## src/rtl/core_pkg.sv

```systemverilog
// Shared definitions for the write-back / trap stage:
// write-back select codes, FSM encoding, cause numbering.
package core_pkg;

  localparam logic [1:0] WRITE_SEL_ALU  = 2'd0;
  localparam logic [1:0] WRITE_SEL_CSR  = 2'd1;
  localparam logic [1:0] WRITE_SEL_LOAD = 2'd2;
  localparam logic [1:0] WRITE_SEL_NPC  = 2'd3;

  typedef enum logic [1:0] {
    ST_RUN       = 2'd0,
    ST_SLEEP     = 2'd1,
    ST_TRAP_WAIT = 2'd2
  } wb_state_e;

  localparam int unsigned EXC_INSN_MISALIGN = 0;
  localparam int unsigned EXC_INSN_FAULT    = 1;
  localparam int unsigned EXC_ILLEGAL       = 2;
  localparam int unsigned EXC_BREAKPOINT    = 3;
  localparam int unsigned EXC_LOAD_MISALIGN = 4;
  localparam int unsigned EXC_LOAD_FAULT    = 5;
  localparam int unsigned EXC_STORE_MISALIGN = 6;
  localparam int unsigned EXC_STORE_FAULT   = 7;
  localparam int unsigned EXC_ECALL_M       = 11;

  // Source i lands on the machine-level cause slots 3, 7, 11, 15.
  function automatic int unsigned IRQ_CAUSE(input int idx);
    return 32'(4 * idx + 3);
  endfunction

endpackage

```

## src/rtl/irq_priority_enc.sv

```systemverilog
// Fixed-priority interrupt encoder: the highest pending
// index wins and is mapped to its trap cause.
module irq_priority_enc
  import core_pkg::*;
#(
  parameter int NUM_IRQ = 3,
  parameter int CAUSE_W = 5
) (
  input  logic [NUM_IRQ-1:0] pending_i,
  output logic               any_o,
  output logic [CAUSE_W-1:0] cause_o
);

  assign any_o = |pending_i;

  always_comb begin
    cause_o = '0;
    for (int i = 0; i < NUM_IRQ; i++) begin
      if (pending_i[i]) cause_o = CAUSE_W'(IRQ_CAUSE(i));
    end
  end

endmodule

```

## src/rtl/writeback_trap_unit.sv

```systemverilog
// Final pipeline stage: register write-back commit, trap
// prioritisation with CSR handshake, WFI sleep and instret.
module writeback_trap_unit
  import core_pkg::*;
#(
  parameter int              XLEN     = 32,
  parameter int              REG_AW   = 5,
  parameter int              NUM_IRQ  = 3,
  parameter int              CAUSE_W  = 5,
  parameter int              CNT_W    = 64,
  parameter logic [XLEN-1:0] RESET_PC = '0
) (
  input  logic               clk,
  input  logic               reset,
  input  logic               valid,
  input  logic [XLEN-1:0]    pc,
  input  logic [XLEN-1:0]    next_pc,
  input  logic [XLEN-1:0]    alu_data,
  input  logic [XLEN-1:0]    csr_data,
  input  logic [XLEN-1:0]    load_data,
  input  logic [1:0]         write_select,
  input  logic [REG_AW-1:0]  rd_addr_in,
  input  logic               mret_in,
  input  logic               wfi_in,
  input  logic               exception,
  input  logic [CAUSE_W-1:0] ecause_in,
  input  logic [NUM_IRQ-1:0] irq_pending,
  input  logic               irq_enable,
  input  logic               trap_ready,
  output logic [REG_AW-1:0]  rd_addr_out,
  output logic [XLEN-1:0]    rd_data,
  output logic               mret_out,
  output logic               stall,
  output logic               trap_valid,
  output logic [CAUSE_W-1:0] trap_cause,
  output logic               trap_interrupt,
  output logic [XLEN-1:0]    trap_epc,
  output logic [CNT_W-1:0]   instret
);

  wb_state_e          state_q;
  logic               trap_valid_q;
  logic [CAUSE_W-1:0] trap_cause_q;
  logic               trap_int_q;
  logic [XLEN-1:0]    trap_epc_q;
  logic [CNT_W-1:0]   instret_q;
  logic [XLEN-1:0]    resume_pc_q;

  logic               irq_any;
  logic [CAUSE_W-1:0] irq_cause;
  logic               irq_take;
  logic               in_run;
  logic               trap_now;
  logic               commit;
  logic [XLEN-1:0]    rd_data_d;

  irq_priority_enc #(
    .NUM_IRQ (NUM_IRQ),
    .CAUSE_W (CAUSE_W)
  ) u_irq_enc (
    .pending_i (irq_pending),
    .any_o     (irq_any),
    .cause_o   (irq_cause)
  );

  assign irq_take = irq_enable && irq_any;
  assign in_run   = (state_q == ST_RUN);
  assign trap_now = in_run && (irq_take || (valid && exception));
  assign commit   = in_run && valid && !trap_now;

  always_comb begin
    rd_data_d = alu_data;
    unique case (write_select)
      WRITE_SEL_ALU:  rd_data_d = alu_data;
      WRITE_SEL_CSR:  rd_data_d = csr_data;
      WRITE_SEL_LOAD: rd_data_d = load_data;
      WRITE_SEL_NPC:  rd_data_d = next_pc;
      default:        rd_data_d = alu_data;
    endcase
  end

  assign rd_data     = rd_data_d;
  assign rd_addr_out = commit ? rd_addr_in : '0;
  assign mret_out    = commit && mret_in;
  assign stall       = !in_run;

  assign trap_valid     = trap_valid_q;
  assign trap_cause     = trap_cause_q;
  assign trap_interrupt = trap_int_q;
  assign trap_epc       = trap_epc_q;
  assign instret        = instret_q;

  always_ff @(posedge clk or posedge reset) begin
    if (reset) begin
      state_q      <= ST_RUN;
      trap_valid_q <= 1'b0;
      trap_cause_q <= '0;
      trap_int_q   <= 1'b0;
      trap_epc_q   <= '0;
      instret_q    <= '0;
      resume_pc_q  <= RESET_PC;
    end else begin
      unique case (state_q)
        ST_RUN: begin
          if (trap_now) begin
            trap_valid_q <= 1'b1;
            trap_cause_q <= irq_take ? irq_cause : ecause_in;
            trap_int_q   <= irq_take;
            trap_epc_q   <= valid ? pc : resume_pc_q;
            state_q      <= ST_TRAP_WAIT;
          end else if (commit) begin
            instret_q   <= instret_q + CNT_W'(1);
            resume_pc_q <= next_pc;
            if (wfi_in) state_q <= ST_SLEEP;
          end
        end
        ST_SLEEP: begin
          // Masked-off interrupts still wake the core.
          if (irq_any) begin
            if (irq_enable) begin
              trap_valid_q <= 1'b1;
              trap_cause_q <= irq_cause;
              trap_int_q   <= 1'b1;
              trap_epc_q   <= resume_pc_q;
              state_q      <= ST_TRAP_WAIT;
            end else begin
              state_q <= ST_RUN;
            end
          end
        end
        ST_TRAP_WAIT: begin
          if (trap_ready) begin
            trap_valid_q <= 1'b0;
            state_q      <= ST_RUN;
          end
        end
        default: state_q <= ST_RUN;
      endcase
    end
  end

endmodule

```

## config.mk

```make
export PLATFORM = sky130hd
export DESIGN_NAME = writeback_trap_unit
export DESIGN_NICKNAME = d
export VERILOG_FILES = /design/src/rtl/core_pkg.sv /design/src/rtl/irq_priority_enc.sv /design/src/rtl/writeback_trap_unit.sv
export SDC_FILE = /design/constraint.sdc
export NUM_CORES = 1
export LEC_CHECK = 0
export CAP_MARGIN = 5
export CORE_MARGIN = 2
export CORE_UTILIZATION = 40
export CTS_CLUSTER_SIZE = 24
export DETAILED_ROUTE_END_ITERATION = 8
export GPL_TIMING_DRIVEN = 1
export PLACE_DENSITY = 0.83
export SLEW_MARGIN = 5
export SYNTH_ARGS = -nofsm -noshare
export SYNTH_HDL_FRONTEND = slang
export SYNTH_SLANG_ARGS = --single-unit
```

## constraint.sdc

```tcl
create_clock -name clk -period 6.5 [get_ports clk]
set_input_delay 0.65 -clock clk [delete_from_list [all_inputs] [get_ports clk]]
set_output_delay 0.65 -clock clk [all_outputs]
set_load 0.02 [all_outputs]
```

==> qor.tcl <==
set qor(cts_tree) {done}
set qor(power-per-cell-area_mw_per_mm2) 295
set qor(leakage_power_of_the_design_nw) 4.76
set qor(synth.yosys.seq_area_share) 0.493
set qor(clk-insertion-delay-late_ns) 0.42
set qor(number_of_buffers_inserted_during_clock_tree_synthesis) 17
set qor(cts-resized-gates) 0
set qor(synth_nets) 846
set qor(die-height_um) 136
set qor(port_buffers) 324
set qor(finalCritPeriodShare) 0.571
set qor(gp_routability_congestion) 0.905
set qor(number_of_fill_cells_in_the_layout) 1402
set qor(ys_async_sr_fraction) 1.00
set qor(setup.worst_path.start_class) {input pin}
set qor(number_of_iterations_in_the_first_detailed_routing_pass) 4
set qor(worst_path_largest_cell_delay_ns) 0.95
set qor(routed_via_density) 5.31
set qor(design.die.area_mm2) 0.0185
set qor(worstPathCellList) {clkdlybuf4s50_1 > nor4b_1 > and3_1 > clkdlybuf4s50_1}
set qor(die_width_um) 136
set qor(final_period_minus_worst_setup_slack_ns) 3.71
set qor(post_synth_main_area_contributors) {sky130_fd_sc_hd__dfrtp_1, sky130_fd_sc_hd__mux4_2, sky130_fd_sc_hd__nand2_1}
set qor(max_slew.worst_pin.slew_ns) 1.15
set qor(setup_tns_ns) 0
set qor(pwr-share-comb) 0.331
set qor(hold_start) {resume_pc_q[27]}
set qor(timing.critical_path.arrival_ns) 3.06
set qor(clockPowerShare) 0.292
set qor(total_internal_power_mw) 2.16
set qor(syn_area_per_cell_um2) 10.5
set qor(totalWireLength_um) 24200
set qor(synth_compound_gate_area_share) 0.0380
set qor(synthSimpleGateAreaFrac) 0.215
set qor(synth_largest_type_area_fraction) 0.493
set qor(whs_ns) 0.475
set qor(pin_count_of_the_biggest_net_entering_global_routing) 79
set qor(routed-via-count) 6485
set qor(mappedNetlistArea_mm2) 0.00696
set qor(cp.buffers_inverters) 2
set qor(slew_violations) 0
set qor(clk_root_buffer_cell) {sky130_fd_sc_hd__clkbuf_16}
set qor(grt_use_total) 0.267
set qor(fp.coreArea_mm2) 0.0172
set qor(path_clk_slew_ns) 0.06
set qor(cts_hold_buf) 0
set qor(status) {finished clean}
set qor(h-tree-depth) 4
set qor(postSynthCellCount) 662
set qor(worstHoldPathType) {register to register}
set qor(rsz0062_at_grt) {no}
set qor(drv.max_cap_violation_count) 0
set qor(share_seq_of_total_power) 0.378
set qor(grt_overflow) 0
set qor(critical_path.top_delay_family) {simple AND/OR/NAND/NOR gates}
set qor(setup.reg_to_reg.worst_slack_ns) 3.53
set qor(holdPathStages) 2
set qor(synth_adder_area_share) 0.00180
set qor(fin_nets) 1165
set qor(dpl-instance-area_mm2) 0.0104
set qor(post_synth_edffs) 0
set qor(drt_iter0_drc) 361
set qor(cts.repair_timing.setup_buffer_count) 0
set qor(drcViolationCount) 0
set qor(synth.yosys.warnings) 0
set qor(rows) 48
set qor(timing.final.hold_violations) 0
set qor(drive_above_1_share) 0.0905
set qor(grt_pass1_wl_um) 36700
set qor(timing.reg2reg.worst_path_depth) 5
set qor(timing_worst_setup_path_type) {input pin to output pin}
set qor(wire_per_inst_um) 19.8
set qor(totalPowerFinal_mw) 3.24
set qor(clock_skew_ns) 0.00670
set qor(finish.instance_area_mm2) 0.0110
set qor(switching_fraction) 0.335
set qor(post-dp-hpwl_um) 18800
set qor(route.antenna.remaining_nets) 0
set qor(finalSetupViolCount) 0
set qor(synthFlopType) {sky130_fd_sc_hd__dfrtp_1}
set qor(number_of_different_library_cells_in_the_post_synthesis_netlist) 40
set qor(ys_seq_elements) 137
set qor(timing.critical_path.slowest_stage_cell) {sky130_fd_sc_hd__nor4b_1}
set qor(number_of_antenna_violations_at_the_first_check_in_global_routing) 3
set qor(min_to) {resume_pc_q[27]}
set qor(tritoncts_num_sinks) 137
set qor(switching_power_mw) 1.09
set qor(timing.slew.headroom) 0.223
set qor(area_delta_synth_final_pct) 58.2
set qor(worst_setup_path_end_kind) {output pin}
set qor(layout.cells.non_filler) 1222
set qor(dp.cells) 1187
set qor(critical_path_peak_fanout) 8
set qor(dominant_combinational_cell_family_by_area_after_synthesis) {simple AND/OR/NAND/NOR gates}
set qor(critical_path.most_common_cell) {sky130_fd_sc_hd__clkdlybuf4s50_1}
set qor(vdd_ir_drop_max_uv) 177
set qor(clk_path_buf_depth) 2
set qor(max_freq_mhz) 270
set qor(first_global_vias) 6533
set qor(worstReg2RegEnd) {instret[52]}
set qor(rr_startpoint) {state_q[1]}
set qor(critical_path_required_ns) 5.85
set qor(synth-xor-area-share) 0.0793
set qor(top_level_port_count) 325
set qor(synth_top_cell_by_area) {sky130_fd_sc_hd__dfrtp_1}
set qor(muxShareOfSynthArea) 0.151
set qor(floorplan.initialDensity) 0.405
## layout make-up
| class | count | area (um2) | area share |
|---|---|---|---|
| repair buffers | 329 | 3280 | 0.298 |
| clock buffers | 17 | 425 | 0.0387 |
| well taps | 225 | 282 | 0.0256 |
| multi-input cells | 484 | 3380 | 0.308 |
| inverters | 12 | 50.0 | 0.00455 |
| flip-flops and latches | 137 | 3430 | 0.312 |
| clock inverters | 15 | 153 | 0.0139 |
| diodes | 3 | 7.51 | 0.000682 |
## registers in the layout, indices dropped and copies added, names as in the netlist
register,count
resume_pc_q,32
trap_interrupt,1
instret,64
state_q,2
trap_cause,5
trap_valid,1
trap_epc,32
## Yosys cell counts (2+ instances only)
master                     instances
sky130_fd_sc_hd__a21oi_1           3
sky130_fd_sc_hd__and3_1            9
sky130_fd_sc_hd__and4_1            5
sky130_fd_sc_hd__buf_1             7
sky130_fd_sc_hd__clkbuf_1         21
sky130_fd_sc_hd__dfrtp_1         137
sky130_fd_sc_hd__inv_1            12
sky130_fd_sc_hd__mux2i_1          33
sky130_fd_sc_hd__mux4_2           32
sky130_fd_sc_hd__nand2_1         163
sky130_fd_sc_hd__nand2b_1          2
sky130_fd_sc_hd__nand3_1          23
sky130_fd_sc_hd__nand4_1          24
sky130_fd_sc_hd__nor2_1           26
sky130_fd_sc_hd__nor3_1           24
sky130_fd_sc_hd__nor3_2            6
sky130_fd_sc_hd__nor4_1            7
sky130_fd_sc_hd__nor4_4            2
sky130_fd_sc_hd__o21ai_0          37
sky130_fd_sc_hd__o31ai_1           3
sky130_fd_sc_hd__or2_2             3
sky130_fd_sc_hd__or3_1             4
sky130_fd_sc_hd__xnor2_1          32
sky130_fd_sc_hd__xor2_1           31
## worst reg2reg max path, cell delays in order (launching register included)
cell and delay (ns):
sky130_fd_sc_hd__dfrtp_1 0.48, sky130_fd_sc_hd__nor4b_1 1.02, sky130_fd_sc_hd__nand4_1 0.28, sky130_fd_sc_hd__nor3_1 0.62, sky130_fd_sc_hd__and4_1 0.32, sky130_fd_sc_hd__xor2_1 0.17
## logic make-up (layout without fill, tap and decap cells)
family          count (synthesis)  in the layout
fa+ha+maj                       1              1
compound gates                 48             48
flops                         137            137
xor+xnor                       63             63
mux                            65             65
simple gates                  307            307
buf+inv                        41            373
other cells                     0              3
## power groups by stage
stage / Clock, mW / Sequential [mW] / Combinational [mW]
after CTS: 0.958 / 1.23 / 1.08
after global placement: 0 / 1.23 / 1.05
final: 0.946 / 1.23 / 1.07
after detailed placement: 0 / 1.24 / 1.08
after global routing: 0.998 / 1.25 / 1.14
after floorplan: 0 / 1.37 / 0.352
## layout by cell type, fill, tap and decap left out, types with 4 or more instances in the layout
cell,count
sky130_fd_sc_hd__nor2_1,25
sky130_fd_sc_hd__inv_1,11
sky130_fd_sc_hd__clkdlybuf4s50_1,323
sky130_fd_sc_hd__and3_1,9
sky130_fd_sc_hd__and4_1,5
sky130_fd_sc_hd__nand2_1,162
sky130_fd_sc_hd__clkbuf_16,17
sky130_fd_sc_hd__mux4_2,32
sky130_fd_sc_hd__nor3_1,24
sky130_fd_sc_hd__clkinv_2,4
sky130_fd_sc_hd__o21ai_0,37
sky130_fd_sc_hd__nor4_1,7
sky130_fd_sc_hd__nor3_2,6
sky130_fd_sc_hd__dfrtp_1,137
sky130_fd_sc_hd__xor2_1,31
sky130_fd_sc_hd__nand4_1,24
sky130_fd_sc_hd__buf_4,5
sky130_fd_sc_hd__mux2i_1,33
sky130_fd_sc_hd__xnor2_1,32
sky130_fd_sc_hd__clkinvlp_4,5
sky130_fd_sc_hd__or3_1,4
sky130_fd_sc_hd__nand3_1,23
## how the worst max path moves through the flow
stage           from             end  slack (ns)  cells after the start
6_report       valid  rd_addr_out[4]        2.79                      4
3_5_place_dp   valid     instret[52]        2.82                      6
4_1_cts        valid  rd_addr_out[4]        2.84                      4
5_1_grt        valid  rd_addr_out[3]        2.62                      4
3_3_place_gp   valid        mret_out        2.95                      4
2_1_floorplan  reset      instret[0]        2.18                      1
## per-stage QoR
step | setup slack [ns] | util
floorplan | 2.18 | -
global placement | 2.95 | 0.607
detailed placement | 2.82 | 0.607
CTS | 2.84 | 0.640
global route | 2.62 | 0.641
finish | 2.79 | 0.641
## metal layers
metal | wire length (um) | track usage | up-vias
li1 | - | - | 2970
met1 | 8910 | 0.304 | 3185
met2 | 12500 | 0.471 | 271
met3 | 1720 | 0.0679 | 59
met4 | 1060 | 0.122 | 0
met5 | 0 | 0 | -
(Power assumes the default switching activity.)
==> RTL change 1: new RTL, same flow settings <==
Put one more register stage on the output `trap_interrupt`, cleared by the reset. The value now appears one clock later. The other outputs are not delayed to match.
--- a/src/rtl/writeback_trap_unit.sv
+++ b/src/rtl/writeback_trap_unit.sv
@@ -86,7 +86,13 @@
 
   assign trap_valid     = trap_valid_q;
   assign trap_cause     = trap_cause_q;
-  assign trap_interrupt = trap_int_q;
+  always_ff @(posedge clk or posedge reset) begin
+    if (reset) begin
+      trap_interrupt <= '0;
+    end else begin
+      trap_interrupt <= trap_int_q;
+    end
+  end
   assign trap_epc       = trap_epc_q;
   assign instret        = instret_q;
 
Check against the original RTL: not equivalent (a bounded check fails within 4 cycles, from zero or initial values and one cycle with reset high).
==> RTL change 1 against the unedited design <==
Total power grew 6.3%; area after synthesis grew 0.36%; routed wire length shrank 1.4%; largest power group unchanged; sequential cell count grew 1; clock power grew 21%; design area grew 1.1%; non-clock buffer count is the same; setup slack gained 0.027 ns.
==> RTL change 1: results <==
export IMPL_largest_reg_flops=64
export IMPL_fin_skew_ns=0.0111
export IMPL_yosys_top_cells_area="dfrtp_1 (49%), mux4_2 (10%), nand2_1 (8.8%)"
export IMPL_drtIter0Drc=271
export IMPL_dp_cells=1188
export IMPL_yosysSeqAreaShare=0.495
export IMPL_relSlewSlack=0.231
export IMPL_grt_pass1_wl_mm=36.6
export IMPL_hold_depth=0
export IMPL_yosys_top_cells_count="nand2_1 (163), dfrtp_1 (138), o21ai_0 (37)"
export IMPL_outcome="finished clean"
export IMPL_worst_ir_drop_vdd_v=0.000220
export IMPL_vias=6519
export IMPL_cp_arrival_ns=3.03
export IMPL_r2r_setup_slack_ns=3.55
export IMPL_p_int_uw=2370
export IMPL_gp_routability_congestion=0.961
export IMPL_vias_per_cell=5.35
export IMPL_antenna_found_initial=1
export IMPL_synthCells=663
export IMPL_syn_num_nets=847
export IMPL_diodes=0
export IMPL_hp_start="trap_int_q"
export IMPL_min_to="trap_interrupt"
export IMPL_drt_pass1_iter_count=5
export IMPL_grt_pass1_vias=6719
export IMPL_totalWireLength_mm=23.9
-- RTL change 1: critical path: stages --
cell and delay, ns:
clkdlybuf4s50_1 0.56, nor4b_1 0.94, and3_1 0.28, clkdlybuf4s50_1 0.60
-- RTL change 1: worst max-delay path by stage --
| stage | start | slack (ns) | end |
|---|---|---|---|
| after floorplan | reset | 2.15 | instret[0] |
| after global placement | valid | 2.90 | rd_addr_out[4] |
| after detailed placement | valid | 2.87 | rd_addr_out[1] |
| after CTS | valid | 2.86 | rd_addr_out[0] |
| after global routing | valid | 2.66 | rd_addr_out[1] |
| final | valid | 2.82 | rd_addr_out[0] |
-- RTL change 1: layer usage --
metal / track usage / vias to the layer above / wire [um]
li1: - / 2971 / -
met1: 0.301 / 3186 / 8900
met2: 0.454 / 295 / 12200
met3: 0.0671 / 65 / 1720
met4: 0.135 / 2 / 1090
met5: 0 / - / 13
-- RTL change 1: area by class of cell --
cell class	instances	share of cell area
clock inverter	12	0.0219
timing repair buffer	329	0.294
clock buffer	19	0.0398
sequential	138	0.310
tap	225	0.0253
multi-input combinational	484	0.304
inverter	12	0.00450
-- RTL change 1: cell families (layout without fill, tap and decap cells) --
kind of cell / count (synthesis) / in the layout / synth area share
and+or+nand+nor: 307 / 307 / 0.214
DFF: 138 / 138 / 0.495
muxes: 65 / 65 / 0.151
xor gates and xnor gates: 63 / 63 / 0.0790
AOI/OAI and AO/OA: 48 / 48 / 0.0378
buffers and inverters: 41 / 372 / 0.0222
adders and majority gates: 1 / 1 / 0.00179
-- RTL change 1: power groups by stage --
| stage | logic [uW] | registers, uW | clock network [uW] |
|---|---|---|---|
| finish | 1070 | 1240 | 1140 |
| global route | 1150 | 1260 | 1190 |
| CTS | 1080 | 1240 | 1150 |
| detailed placement | 1080 | 1250 | 0 |
| global placement | 1060 | 1230 | 0 |
| floorplan | 352 | 1380 | 0 |
-- RTL change 1: through the flow --
| step | power, uW | util | worst slack, ns | cell area, um2 | hold slack, ns |
|---|---|---|---|---|---|
| global placement | 2290 | 0.608 | 2.90 | 10400 | 0.363 |
| detailed placement | 2320 | 0.608 | 2.87 | 10400 | 0.367 |
| finish | 3450 | 0.648 | 2.82 | 11100 | 0.380 |
| global route | 3600 | 0.648 | 2.66 | 11100 | 0.391 |
| CTS | 3470 | 0.648 | 2.86 | 11100 | 0.380 |
| floorplan | 1730 | - | 2.15 | 6980 | 0.354 |
==> RTL change 2: new RTL, same settings <==
Made on the original files. Set the parameter `XLEN` to 24 (it was 32).
--- a/src/rtl/writeback_trap_unit.sv
+++ b/src/rtl/writeback_trap_unit.sv
@@ -3,7 +3,7 @@
 module writeback_trap_unit
   import core_pkg::*;
 #(
-  parameter int              XLEN     = 32,
+  parameter int              XLEN     = 24,
   parameter int              REG_AW   = 5,
   parameter int              NUM_IRQ  = 3,
   parameter int              CAUSE_W  = 5,
Interface: changed (7 resized); port bits go from 325 to 269. No check against the original RTL was run, so the function may have changed too.
==> RTL change 2 against the unedited design <==
Final cell count down 15%; clock skew up 0.0025 ns; area after synthesis down 12%; register-to-register slack better by 0.13 ns; total power down 15%; routed wire length down 21%; design area down 14%; sequential power down 15%; sequential cell count down 16; first-iteration DRC count up 0.83%; setup slack better by 0.14 ns.
==> RTL change 2: results <==
export IMPL_yosysWarnings=0
export IMPL_relSlewSlack=0.216
export IMPL_yosys_top_cells_area="dfrtp_1 (49%), mux4_2 (8.8%), nand2_1 (8.3%)"
export IMPL_yosysSeqAreaShare=0.493
export IMPL_io_buffers=268
export IMPL_largest_reg_flops=64
export IMPL_p_leak_uw=0.00422
export IMPL_grt_pass1_wl_mm=29.7
export IMPL_fin_skew_ns=0.00920
export IMPL_cp_arrival_ns=2.92
export IMPL_placed_area_um2=8960
export IMPL_dpl_hpwl_mm=14.5
export IMPL_nNetsFinal=982
export IMPL_syn_num_nets=719
export IMPL_cts_buffers=17
export IMPL_grt_pass1_vias=5438
export IMPL_post_cts_setup_buffers=0
export IMPL_cts_max_path_buffers=2
export IMPL_cp_max_fo=24
export IMPL_final_layout_size_suffix_gt1_frac=0.0839
export IMPL_clk_pin_slew_ns=0.05
export IMPL_drt_pass1_iter_count=5
export IMPL_diodes=0
export IMPL_grt_usage=0.237
export IMPL_cts_resized=0
export IMPL_async_reset_ff_frac=1.00
export IMPL_drtIter0Drc=364
export IMPL_yosys_top_cells_count="nand2_1 (135), dfrtp_1 (121), xor2_1 (33)"
export IMPL_vias_per_cell=5.28
export IMPL_totalWireLength_mm=19.1
export IMPL_ys_types=45
export IMPL_worst_ir_drop_vdd_v=0.000187
export IMPL_fin_area_um2=9490
export IMPL_gp_routability_congestion=0.885
export IMPL_antenna_found_initial=2
export IMPL_fillCellCount=1210
export IMPL_outcome="finished clean"
export IMPL_hold_viol_final=0
export IMPL_grt_max_degree=64
[RTL change 2: where the power goes]
part | total (uW) | internal (uW) | switching, uW
sequential | 1050 | 935 | 117
clock | 855 | 552 | 303
combinational | 840 | 412 | 428
[RTL change 2: metrics by stage]
stage	hold WS (ns)	setup WS [ns]	std cells	total power (uW)
floorplan	0.445	2.64	575	1460
global placement	0.457	3.02	1007	1870
detailed placement	0.462	2.91	1007	1900
CTS	0.473	2.96	1034	2770
global route	0.487	2.84	1034	2890
finish	0.469	2.93	1034	2750
[RTL change 2: cells by family after synthesis]
logic type	synth area share
AO/OA/AOI/OAI	0.0369
XOR/XNOR	0.0911
adder cells (fa/ha/maj)	0.00204
buffers and inverters	0.0257
flip-flops	0.493
multiplexers	0.131
AND/OR/NAND/NOR	0.221
[RTL change 2: per-layer routing]
metal	global-route usage	part of all wire
met1	0.305	0.41
met2	0.377	0.49
met3	0.0831	0.076
met4	0.0769	0.024
met5	0	0.0013
[RTL change 2: area by class of cell]
cell class,count,share of cell area
well taps,188,0.0248
clock inverters,4,0.00475
inverters,7,0.00303
multi-input cells,419,0.312
clock buffers,23,0.0514
repair buffers,272,0.285
flip-flops and latches,121,0.319
[RTL change 2: path summary, 6_finish.rpt]
kind | startpoint | endpoint | slack [ns] | cells past startpoint
min reg2reg | resume_pc_q[5] | resume_pc_q[5] | 0.47 | 2
min in group asynchronous | reset | resume_pc_q[1] | 0.72 | 2
max reg2reg | state_q[1] | instret[38] | 3.66 | 6
max | write_select[1] | rd_data[21] | 2.93 | 3
max in group asynchronous | reset | resume_pc_q[11] | 4.50 | 3
min | resume_pc_q[5] | resume_pc_q[5] | 0.47 | 2
[RTL change 2: worst max-delay path: stages]
cell	delay, ns
clkdlybuf4s50_1	1.25
mux4_2	0.40
clkdlybuf4s50_1	0.60
